$ cat config.mk
export PLATFORM = sky130hd
export DESIGN_NAME = laser_status_tx
export DESIGN_NICKNAME = d
export VERILOG_FILES = /design/src/rtl/laser_cmd_pkg.sv /design/src/rtl/laser_hb_timer.sv /design/src/rtl/laser_status_tx.sv
export SDC_FILE = /design/constraint.sdc
export NUM_CORES = 1
export LEC_CHECK = 0
export ABC_AREA = 1
export BUFFER_PORTS_ARGS = -buffer_cell sky130_fd_sc_hd__buf_2
export CAP_MARGIN = 20
export CORE_MARGIN = 2
export CORE_UTILIZATION = 52
export DETAILED_ROUTE_END_ITERATION = 12
export PLACE_DENSITY = 0.7
export SLEW_MARGIN = 20
export SYNTH_ARGS = -nofsm -noshare
export SYNTH_HDL_FRONTEND = slang
export SYNTH_SLANG_ARGS = --single-unit
$ cat constraint.sdc
create_clock -name clk -period 5.06 [get_ports clk]
set_clock_uncertainty 0.15 [all_clocks]
set_input_delay 0.759 -clock clk [delete_from_list [all_inputs] [get_ports clk]]
set_output_delay 0.759 -clock clk [all_outputs]
set_load 0.01 [all_outputs]
$ cat src/rtl/laser_cmd_pkg.sv
// Shared constants and types for the laser command/status path:
// command codes, status frame header bytes and the TX framer state encoding.
package laser_cmd_pkg;

    localparam logic [7:0] CODE_ON    = 8'hB1;
    localparam logic [7:0] CODE_OFF   = 8'hAA;
    localparam logic [7:0] CODE_QUERY = 8'hC0;
    localparam logic [7:0] CODE_HDR0  = 8'hEB;
    localparam logic [7:0] CODE_HDR1  = 8'h90;
    localparam logic [7:0] HB_ECHO    = 8'h00;

    // State names the byte currently offered on the TX interface.
    typedef enum logic [2:0] {
        ST_IDLE = 3'd0,
        ST_HDR0 = 3'd1,
        ST_HDR1 = 3'd2,
        ST_ECHO = 3'd3,
        ST_STAT = 3'd4,
        ST_CHK  = 3'd5
    } tx_state_e;

    typedef struct packed {
        logic       valid;
        logic [7:0] echo;
    } pending_t;

endpackage

$ cat src/rtl/laser_hb_timer.sv
// Free-running heartbeat timer: one-cycle tick every HEARTBEAT_CYCLES clocks,
// permanently low when HEARTBEAT_CYCLES is 0.
module laser_hb_timer #(
    parameter int unsigned HEARTBEAT_CYCLES = 100_000_000
) (
    input  logic clk,
    input  logic rst_n,
    output logic tick
);

    generate
        if (HEARTBEAT_CYCLES == 0) begin : g_off
            logic unused_clk_rst;
            assign unused_clk_rst = clk ^ rst_n;
            assign tick = 1'b0;
        end else begin : g_on
            localparam logic [31:0] LAST = 32'(HEARTBEAT_CYCLES - 1);
            logic [31:0] count_q;

            // NOTE: sequential state uses non-blocking assignments so every
            // register samples pre-edge values regardless of block order.
            always_ff @(posedge clk or negedge rst_n) begin
                if (!rst_n) begin
                    count_q <= '0;
                end else if (count_q == LAST) begin
                    count_q <= '0;
                end else begin
                    count_q <= count_q + 32'd1;
                end
            end

            assign tick = (count_q == LAST);
        end
    endgenerate

endmodule

$ cat src/rtl/laser_status_tx.sv
// Ack/status framer: watches received command bytes and heartbeat ticks and
// sends 5-byte frames {HDR0, HDR1, ECHO, STAT, CHK} over a valid/ready TX port.
module laser_status_tx
    import laser_cmd_pkg::*;
#(
    parameter logic [7:0]  CMD_ON           = CODE_ON,
    parameter logic [7:0]  CMD_OFF          = CODE_OFF,
    parameter logic [7:0]  CMD_QUERY        = CODE_QUERY,
    parameter logic [7:0]  HDR0             = CODE_HDR0,
    parameter logic [7:0]  HDR1             = CODE_HDR1,
    parameter int unsigned HEARTBEAT_CYCLES = 100_000_000
) (
    input  logic       clk,
    input  logic       rst_n,
    input  logic [7:0] data_out_1_byte,
    input  logic       data_out_en_1_byte,
    input  logic       Laser_on_n,
    output logic [7:0] tx_data_1_byte,
    output logic       tx_data_en_1_byte,
    input  logic       tx_ready,
    output logic       frame_busy
);

    logic       hb_tick;
    logic       cmd_hit;
    logic       take;
    logic       accept;
    logic       load;
    logic [7:0] byte_d;
    logic [7:0] echo_q;
    logic [7:0] sum_q;
    pending_t   slot_q, slot_d;
    tx_state_e  state_q, state_d;

    laser_hb_timer #(
        .HEARTBEAT_CYCLES(HEARTBEAT_CYCLES)
    ) u_hb_timer (
        .clk  (clk),
        .rst_n(rst_n),
        .tick (hb_tick)
    );

    assign cmd_hit = data_out_en_1_byte &&
                     (data_out_1_byte inside {CMD_ON, CMD_OFF, CMD_QUERY});
    assign take    = (state_q == ST_IDLE) && slot_q.valid;
    assign accept  = tx_data_en_1_byte && tx_ready;

    // A slot being drained this cycle counts as empty, so any trigger refills it.
    always_comb begin
        // NOTE: every always_comb output gets a default first; a path that
        // leaves it unassigned would infer a latch.
        slot_d = slot_q;
        if (take) begin
            slot_d.valid = 1'b0;
        end
        if (cmd_hit) begin
            slot_d = '{valid: 1'b1, echo: data_out_1_byte};
        end else if (hb_tick && !slot_d.valid) begin
            slot_d = '{valid: 1'b1, echo: HB_ECHO};
        end
    end

    always_ff @(posedge clk or negedge rst_n) begin
        if (!rst_n) begin
            state_q <= ST_IDLE;
            slot_q  <= '0;
        end else begin
            state_q <= state_d;
            slot_q  <= slot_d;
        end
    end

    always_comb begin
        state_d = state_q;
        case (state_q)
            ST_IDLE: if (slot_q.valid) state_d = ST_HDR0;
            ST_HDR0: if (accept)       state_d = ST_HDR1;
            ST_HDR1: if (accept)       state_d = ST_ECHO;
            ST_ECHO: if (accept)       state_d = ST_STAT;
            ST_STAT: if (accept)       state_d = ST_CHK;
            ST_CHK:  if (accept)       state_d = ST_IDLE;
            default:                   state_d = ST_IDLE;
        endcase
    end

    // Next byte to present: loaded when a frame starts or the current byte is taken.
    always_comb begin
        load   = 1'b0;
        byte_d = tx_data_1_byte;
        case (state_q)
            ST_IDLE: if (slot_q.valid) begin load = 1'b1; byte_d = HDR0;               end
            ST_HDR0: if (accept)       begin load = 1'b1; byte_d = HDR1;               end
            ST_HDR1: if (accept)       begin load = 1'b1; byte_d = echo_q;             end
            ST_ECHO: if (accept)       begin load = 1'b1; byte_d = {7'b0, ~Laser_on_n}; end
            ST_STAT: if (accept)       begin load = 1'b1; byte_d = sum_q;              end
            default: ;
        endcase
    end

    always_ff @(posedge clk or negedge rst_n) begin
        if (!rst_n) begin
            tx_data_1_byte    <= '0;
            tx_data_en_1_byte <= 1'b0;
            echo_q            <= '0;
            sum_q             <= '0;
        end else begin
            if (take) begin
                echo_q <= slot_q.echo;
            end
            if (load) begin
                tx_data_1_byte <= byte_d;
                sum_q          <= (state_q == ST_IDLE) ? byte_d : sum_q + byte_d;
            end
            if (take) begin
                tx_data_en_1_byte <= 1'b1;
            end else if (state_q == ST_CHK && accept) begin
                tx_data_en_1_byte <= 1'b0;
            end
        end
    end

    assign frame_busy = tx_data_en_1_byte;

endmodule

==> results.py, run 1 <==
metrics = {
    "critical_path": {
        "worstReg2RegEnd": "sum_q[6]",
        "path_max_fanout": 13,
        "crit_end": "sum_q[6]",
        "r2r-start": "state_q[2]",
        "critPathKind": "register to register",
        "rrSetupSlack_ns": 2.29,
        "crit_arrival_ns": 2.86,
        "worst_ep_required_time_ns": 5.15,
        "critPathCaptureType": "register",
        "setup.worst_path.start": "state_q[2]",
        "r2r_cells": 15,
        "startpoint_type": "register",
    },
    "logic_synthesis": {
        "synth_cells": 528,
        "yosysWarnings": 0,
        "synthArstFlopShare_pct": 100,
        "synth_most_common_cell": "nand2_1",
        "synth_area_leaders": "dfrtp_1 42%, nand2_1 13%, inv_1 5.7%, nor2_1 5.0%, xor2_1 4.5%",
        "ys_seq_area_share_pct": 42.0,
        "synth_common_cells": "147 x nand2_1, 69 x dfrtp_1, 62 x inv_1, 55 x nor2_1, 31 x nand3_1",
        "syn_nets": 551,
        "synth_top_area_share_pct": 42.0,
        "synth_area_leader_cell": "dfrtp_1",
        "yosys_register_bits": 69,
        "yosysUniqueCellTypes": 39,
        "avgSynthCellArea_um2": 7.78,
        "netlist_area_um2": 4110,
        "synth_edf_count": 0,
        "ys.flop_type": "dfrtp_1",
    },
    "placed_design": {
        "placed_area_um2": 4320,
        "io_buffers": 22,
        "gp_congestion": 0.942,
        "placed_cells": 648,
        "dp_hpwl_mm": 6.85,
        "dp_slack_ns": 2.13,
    },
    "cells_and_area": {
        "finalNonFillerCells": 664,
        "drive_gt1_share_pct": 15.5,
        "final_cell_area_um2": 4550,
        "num_antenna_cells": 0,
        "area_delta_synth_final_pct": 10.7,
        "nNetsFinal": 580,
        "final_core_utilization_pct": 59.2,
    },
    "detailed_routing": {
        "wl_per_cell_um": 13.7,
        "drt-total-wl_mm": 9.08,
        "vias": 3488,
        "drt_first_pass_iters": 5,
        "vias_per_cell": 5.25,
        "drc_errors": 0,
        "antenna_left": 0,
        "drtIter0Drc": 273,
    },
    "clocking": {
        "clk_path_buf_depth": 2,
        "numCtsBuffers": 9,
        "tritoncts": "yes",
        "numClockSinks": 69,
        "cts_max_level": 3,
        "cts_root_buf": "clkbuf_8",
        "cts_setup_buffers": 0,
        "cts_hold_buf": 0,
        "cts-resized-gates": 0,
        "clock_latency_ns": 0.35,
        "clk_pin_slew_ns": 0.09,
    },
    "global_routing": {
        "grt_pass1_wl_mm": 15.2,
        "grt_pass1_vias": 3222,
        "grt_max_degree": 45,
        "grt_overflow": 0,
        "grt_usage_pct": 22.4,
        "antenna_found_initial": 0,
    },
    "power_and_ir_drop": {
        "power.leakage_uw": 0.00232,
        "peakVddDrop_mv": 0.160,
        "p_per_area_nw_per_um2": 465,
    },
    "floorplan": {
        "chipHeight_um": 92.9,
        "fp-row-count": 32,
        "dieArea_um2": 8630,
        "fp.coreArea_um2": 7690,
        "ios": 23,
        "die_w_um": 92.9,
        "start_util_pct": 53.5,
    },
    "timing": {
        "worst_pin_slew_ns": 0.794,
        "slew_headroom_pct": 46.8,
        "min_period_over_period_pct": 54.8,
        "final-setup-viol-count": 0,
        "setup_ws_ns": 2.29,
        "hold_viol_final": 0,
        "clock.fmax_mhz": 361,
        "fin_crit_ns": 2.77,
        "maxSlewViolCount": 0,
        "fin_tns_setup_ns": 0,
        "rsz0062_at_grt": "false",
    },
    "job": {
        "maxCapViolCount": 0,
    },
    "run_status": {
        "status": "completed",
    },
    "hold_path": {
        "holdCritPathClass": "input pin to async pin",
    },
}
## cell usage in the layout, fill, tap and decap left out, types with 2 or more instances in the layout
cell type  instances
nor2_2             7
o211ai_1           5
a31oi_1            4
clkbuf_8          11
a21oi_1           17
nand2_1          147
nand2_8            2
nand2_2            4
inv_2              7
a21oi_2            3
nor2_4             3
nor2_1            55
nand4_1            5
xor2_1            21
xnor2_1            6
bufinv_16          2
inv_1             62
nor3_2             8
nand3_2            3
nor3_1            16
o21ai_0           20
ha_1               9
buf_2             22
nand3_1           31
dfrtp_1           69
inv_4              3
nand2_4            2
nand3b_1           3
## per-layer routing
layer | vias up | track usage (%) | wire length, um
met5 | - | 0 | 0
met4 | 0 | 5.88 | 108
met3 | 12 | 3.91 | 578
met2 | 114 | 33.8 | 3880
met1 | 1607 | 33.5 | 4510
li1 | 1755 | - | -
## kinds of logic (layout without fill, tap and decap cells)
| logic type | count (synthesis) | count (layout) | share of synthesized area [%] |
|---|---|---|---|
| AND/OR/NAND/NOR | 291 | 291 | 33.5 |
| XOR/XNOR | 27 | 27 | 5.76 |
| buffers and inverters | 77 | 111 | 7.64 |
| flip-flops | 69 | 69 | 42.0 |
| adder cells (fa/ha/maj) | 10 | 10 | 3.23 |
| AO/OA/AOI/OAI | 54 | 54 | 7.86 |
## worst min path at each step
stage / slack, ns / endpoint / from
floorplan: 0.29 / echo_q[4] / echo_q[4]
CTS: 0.29 / u_hb_timer.g_on.count_q[0] / rst_n
finish: 0.28 / u_hb_timer.g_on.count_q[0] / rst_n
detailed placement: 0.31 / echo_q[3] / slot_q[3]
global route: 0.32 / u_hb_timer.g_on.count_q[28] / rst_n
global placement: 0.30 / slot_q[7] / slot_q[7]
## state kept, by name (all words and copies together) (netlist names)
name,cells
echo_q,8
frame_busy,1
slot_q,9
state_q,3
sum_q,8
tx_data_1_byte,8
u_hb_timer.g_on.count_q,32
## cell type report
| class | instances | area [um^2] |
|---|---|---|
| fill | 729 | 3140 |
| clock inverter | 5 | 81.3 |
| clock buffer | 11 | 151 |
| sequential | 69 | 1730 |
| timing repair buffer | 23 | 118 |
| inverter | 72 | 278 |
| tap | 102 | 128 |
| multi-input combinational | 382 | 2070 |
## power breakdown
group | leakage (uW) | internal, uW | switching [uW] | total [uW]
sequential | 0.000904 | 647 | 87.8 | 735
clock | 0.000116 | 306 | 223 | 529
combinational | 0.00130 | 308 | 545 | 853
## critical path: stages (launching register included)
cell and delay [ns]:
dfrtp_1 0.44, inv_4 0.10, nand2_4 0.19, inv_4 0.10
nand2_8 0.14, inv_2 0.13, a21oi_2 0.14, nand3_1 0.10
ha_1 0.22, fa_1 0.42, nand3_1 0.09, nand2_1 0.08
nand3_1 0.10, a21oi_1 0.07, o21ai_0 0.16, nand2_1 0.06
## per-stage QoR
step / power [uW] / hold slack (ns)
finish: 2120 / 0.278
global route: 2270 / 0.323
CTS: 2120 / 0.294
detailed placement: 1590 / 0.306
global placement: 1570 / 0.304
floorplan: 1390 / 0.292
No activity file was read; power rests on OpenSTA's default activity.
==> run 2, diff against run 1 <==
- clock period: 5.06 -> 2.8 ns (I/O delays scaled with it)
==> results.py, run 2 (synthesis results as in run 1) <==
metrics = {
    "run_status": {
        "status": "completed",
    },
    "critical_path": {
        "startpoint_type": "register",
        "r2r-start": "state_q[2]",
        "critPathKind": "register to register",
        "worst_ep_required_time_ns": 2.91,
        "path_max_fanout": 9,
        "r2r_cells": 17,
        "crit_arrival_ns": 2.76,
        "worstReg2RegEnd": "sum_q[7]",
        "rrSetupSlack_ns": 0.16,
        "critPathCaptureType": "register",
    },
    "power_and_ir_drop": {
        "p_per_area_nw_per_um2": 812,
        "power.leakage_uw": 0.00237,
        "peakVddDrop_mv": 0.322,
    },
    "detailed_routing": {
        "drc_errors": 0,
        "drt_first_pass_iters": 5,
        "vias": 3563,
        "drt-total-wl_mm": 9.09,
        "antenna_left": 0,
        "vias_per_cell": 5.27,
        "wl_per_cell_um": 13.5,
        "drtIter0Drc": 227,
    },
    "clocking": {
        "numClockSinks": 69,
        "numCtsBuffers": 9,
        "clk_pin_slew_ns": 0.09,
        "cts_root_buf": "clkbuf_8",
        "clock_latency_ns": 0.37,
        "tritoncts": "yes",
        "clk_path_buf_depth": 2,
        "cts_max_level": 3,
    },
    "hold_path": {
        "holdCritPathClass": "input pin to register",
        "hold_start": "data_out_1_byte[5]",
        "hold_end": "slot_q[5]",
        "whs_path_depth": 3,
    },
    "floorplan": {
        "dieArea_um2": 8630,
        "fp.coreArea_um2": 7690,
        "ios": 23,
        "chipHeight_um": 92.9,
        "start_util_pct": 53.5,
        "fp-row-count": 32,
        "die_w_um": 92.9,
    },
    "global_routing": {
        "grt_overflow": 0,
        "grt_pass1_wl_mm": 15.1,
        "grt_max_degree": 70,
        "grt_pass1_vias": 3252,
        "grt_usage_pct": 22.7,
        "antenna_found_initial": 0,
    },
    "cells_and_area": {
        "num_antenna_cells": 0,
        "final_cell_mix": "147 x nand2_1, 68 x dfrtp_1, 60 x inv_1",
        "nNetsFinal": 592,
        "drive_gt1_share_pct": 17.8,
        "final_cell_area_um2": 4630,
        "final_common_cell": "nand2_1",
        "reg.largest.list": "u_hb_timer.g_on.count_q: 32 flops, slot_q: 9 flops",
        "area_delta_synth_final_pct": 12.7,
        "largest_reg_flops": 32,
        "regMostFlops": "u_hb_timer.g_on.count_q",
    },
    "placed_design": {
        "placed_area_um2": 4350,
        "dp_hpwl_mm": 6.78,
        "gp_congestion": 0.940,
        "io_buffers": 22,
        "dp_slack_ns": 0.137,
    },
    "timing": {
        "slew_headroom_pct": 75.5,
        "clock.fmax_mhz": 379,
        "fin_crit_ns": 2.64,
        "hold_viol_final": 0,
        "setup_ws_ns": 0.159,
        "worst_pin_slew_ns": 0.368,
        "maxSlewViolCount": 0,
        "hold_slack_ns": 0.121,
        "fin_tns_setup_ns": 0,
        "min_period_over_period_pct": 94.3,
        "final-setup-viol-count": 0,
    },
    "job": {
        "maxCapViolCount": 0,
    },
}
## run 2: cell count changes in the layout (fill, tap and decap cells not counted), moves of 2 or more
| cell | before | now |
|---|---|---|
| inv_1 | 62 | 60 |
| inv_8 | 0 | 2 |
| nor2_4 | 3 | 5 |
| buf_4 | 1 | 11 |
| bufinv_16 | 2 | 0 |
| clkbuf_8 | 11 | 9 |
| nor2_2 | 7 | 5 |
| inv_2 | 7 | 9 |
| clkinv_4 | 0 | 2 |
## run 2: layout make-up
class | instances | area (um^2)
flip-flops and latches | 69 | 1730
well taps | 102 | 128
inverters | 72 | 278
fillers | 687 | 3060
clock inverters | 7 | 65.1
clock buffers | 9 | 124
multi-input cells | 382 | 2080
repair buffers | 35 | 223
## run 2: repair_timing
action | in CTS | in global routing
hold endpoints to repair | 69 | 0
gates resized for setup | 0 | 6
setup endpoints to repair | 0 | 4
buffers inserted | 0 | 8
hold buffers | 1 | 0
## run 2: power breakdown
part	switching, uW	internal, uW
clock network	449	342
logic	1010	628
registers	158	1170
## run 2: critical path, cell delays in order, from the launching register on
cell     delay, ns
dfrtp_1       0.42
inv_4         0.13
nand2_1       0.11
nor2_4        0.15
inv_2         0.05
nor2_4        0.18
buf_4         0.15
a21oi_2       0.05
a31oi_1       0.16
ha_1          0.29
nand2_1       0.10
inv_1         0.04
a21oi_1       0.17
nand2_1       0.08
nand2_1       0.05
nand3_1       0.09
nand3_1       0.09
nand3_1       0.07
## run 2: routing by layer
metal / part of all wire [%] / vias up / global-route usage [%]
li1: - / 1776 / -
met1: 48 / 1661 / 33.0
met2: 43 / 110 / 33.3
met3: 6.8 / 16 / 5.29
met4: 1.9 / 0 / 7.97
met5: 0 / - / 0
## run 2: worst max path at each step
stage                    end  depth (start not counted)        from
floorplan           sum_q[6]                         16  state_q[0]
global placement    sum_q[7]                         15    tx_ready
detailed placement  sum_q[7]                         15    tx_ready
CTS                 sum_q[6]                         15  state_q[0]
global route        sum_q[6]                         14  state_q[2]
finish              sum_q[7]                         17  state_q[2]
## run 2: through the flow
step           total power, uW  utilization (%)  std cells
3_5_place_dp              2860             56.6        651
4_1_cts                   3660             59.2        668
2_1_floorplan             2500                -        528
6_report                  3760             60.2        676
3_3_place_gp              2850             56.6        651
5_1_grt                   4040             60.2        676
==> run 3, diff against run 2 <==
- PLACE_DENSITY: 0.7 -> 0.81
==> results.py, run 3 (synthesis results as in run 1) <==
metrics = {
    "critical_path": {
        "startpoint_type": "register",
        "crit_slowest_cell": "dfrtp_2",
        "critPathKind": "register to register",
        "worstPathCellList": "nor2_4 > nor2_2 > nor2_4 > nand2_4 > nand2_1 > nand3_1 > ha_2 > fa_2 > nand3_1 > nand2_1 > nand3_1 > a21oi_1 > o21ai_0 > nand2_1",
        "max_stage_delay_ns": 0.44,
        "path_max_fanout": 5,
        "r2r_cells": 14,
        "worst_ep_required_time_ns": 2.90,
        "crit_arrival_ns": 2.72,
        "critPathCaptureType": "register",
    },
    "cells_and_area": {
        "final_cell_mix": "147 x nand2_1, 66 x dfrtp_1, 60 x inv_1",
        "drive_gt1_share_pct": 18.5,
        "nNetsFinal": 587,
        "num_antenna_cells": 0,
        "final_common_cell": "nand2_1",
        "final_cell_area_um2": 4680,
        "reg.largest.list": "u_hb_timer.g_on.count_q: 32 flops, slot_q: 9 flops",
        "largest_reg_flops": 32,
        "regMostFlops": "u_hb_timer.g_on.count_q",
        "area_delta_synth_final_pct": 13.8,
    },
    "global_routing": {
        "grt_usage_pct": 22.7,
        "antenna_found_initial": 0,
        "grt_max_degree": 70,
        "grt_pass1_wl_mm": 15.4,
        "grt_overflow": 0,
        "grt_pass1_vias": 3435,
    },
    "detailed_routing": {
        "vias": 3554,
        "drt-total-wl_mm": 9.08,
        "wl_per_cell_um": 13.5,
        "antenna_left": 0,
        "drtIter0Drc": 268,
        "vias_per_cell": 5.30,
        "drc_errors": 0,
        "drt_first_pass_iters": 5,
    },
    "clocking": {
        "cts_hold_buf": 0,
        "clk_path_buf_depth": 2,
        "numCtsBuffers": 9,
        "clock_latency_ns": 0.35,
        "numClockSinks": 69,
        "tritoncts": "yes",
        "clk_pin_slew_ns": 0.08,
        "cts_root_buf": "clkbuf_8",
        "cts_max_level": 3,
    },
    "power_and_ir_drop": {
        "peakVddDrop_mv": 0.349,
        "p_total_uw": 4070,
        "p_per_area_nw_per_um2": 870,
        "power.leakage_uw": 0.00236,
    },
    "timing": {
        "clock.fmax_mhz": 381,
        "fin_tns_setup_ns": 0,
        "hold_slack_ns": 0.0970,
        "hold_viol_final": 0,
        "final-setup-viol-count": 0,
        "worst_pin_slew_ns": 0.846,
        "min_period_over_period_pct": 93.6,
        "maxSlewViolCount": 0,
        "slew_headroom_pct": 43.6,
        "fin_crit_ns": 2.62,
        "setup_ws_ns": 0.178,
    },
    "placed_design": {
        "io_buffers": 22,
        "placed_area_um2": 4330,
        "dp_hpwl_mm": 6.67,
        "gp_congestion": 0.965,
        "dp_slack_ns": 0.0698,
    },
    "hold_path": {
        "holdCritPathClass": "input pin to async pin",
    },
    "floorplan": {
        "chipHeight_um": 92.9,
        "start_util_pct": 53.5,
        "dieArea_um2": 8630,
        "fp.coreArea_um2": 7690,
        "ios": 23,
        "fp-row-count": 32,
        "die_w_um": 92.9,
    },
    "job": {
        "maxCapViolCount": 0,
    },
    "run_status": {
        "status": "completed",
    },
}
-- run 3: cell count changes in the layout (fill, tap and decap cells not counted), moves of 2 or more --
cell / delta
dfrtp_1: -2
buf_4: -3
bufinv_16: +3
a21oi_2: +2
a21oi_1: -2
inv_4: -2
clkinv_4: +2
dfrtp_2: +2
-- run 3: worst paths after layout --
kind | from | end | slack, ns
worst max-delay path | state_q[0] | sum_q[6] | 0.18
worst min-delay path | rst_n | sum_q[6] | 0.1
worst max register to register | state_q[0] | sum_q[6] | 0.18
worst min register to register | slot_q[7] | slot_q[7] | 0.32
max in group asynchronous | rst_n | state_q[1] | 1.81
min in group clk | data_out_1_byte[5] | slot_q[5] | 0.14
-- run 3: timing repair --
action                                  in CTS  in global routing
endpoints found under the setup margin       0                  5
gates resized for setup                      0                 20
buffers inserted                             0                  6
-- run 3: worst max-delay path: cells and delay by family (launching register included) --
| family | cells | cell delay (ns) |
|---|---|---|
| flops | 1 | 0.44 |
| compound gates | 2 | 0.21 |
| fa+ha+maj | 2 | 0.58 |
| simple gates | 10 | 1.13 |
-- run 3: area by class of cell --
cell class                      instances  area, um^2
Sequential cell                        69        1730
Multi-Input combinational cell        382        2110
Timing Repair Buffer                   30         170
Clock buffer                            9         124
Fill cell                             651        3010
Inverter                               72         290
Clock inverter                          7         124
Tap cell                              102         128
-- run 3: metal layers --
| metal | GRT usage [%] | wire [um] | part of all wire [%] |
|---|---|---|---|
| met1 | 28.7 | 3940 | 43 |
| met2 | 36.5 | 4340 | 48 |
| met4 | 13.1 | 356 | 3.9 |
| met3 | 4.15 | 448 | 4.9 |
| met5 | 0 | 0 | 0 |
-- run 3: through the flow --
step           instances  utilization (%)
2_1_floorplan        528                -
4_1_cts              665             59.5
3_3_place_gp         649             56.3
3_5_place_dp         649             56.3
6_report             671             60.8
5_1_grt              671             60.8
-- run 3: power breakdown --
| group | switching, uW | leakage, uW | internal (uW) |
|---|---|---|---|
| Clock | 405 | 0.000120 | 596 |
| Sequential | 158 | 0.000900 | 1170 |
| Combinational | 1080 | 0.00134 | 654 |
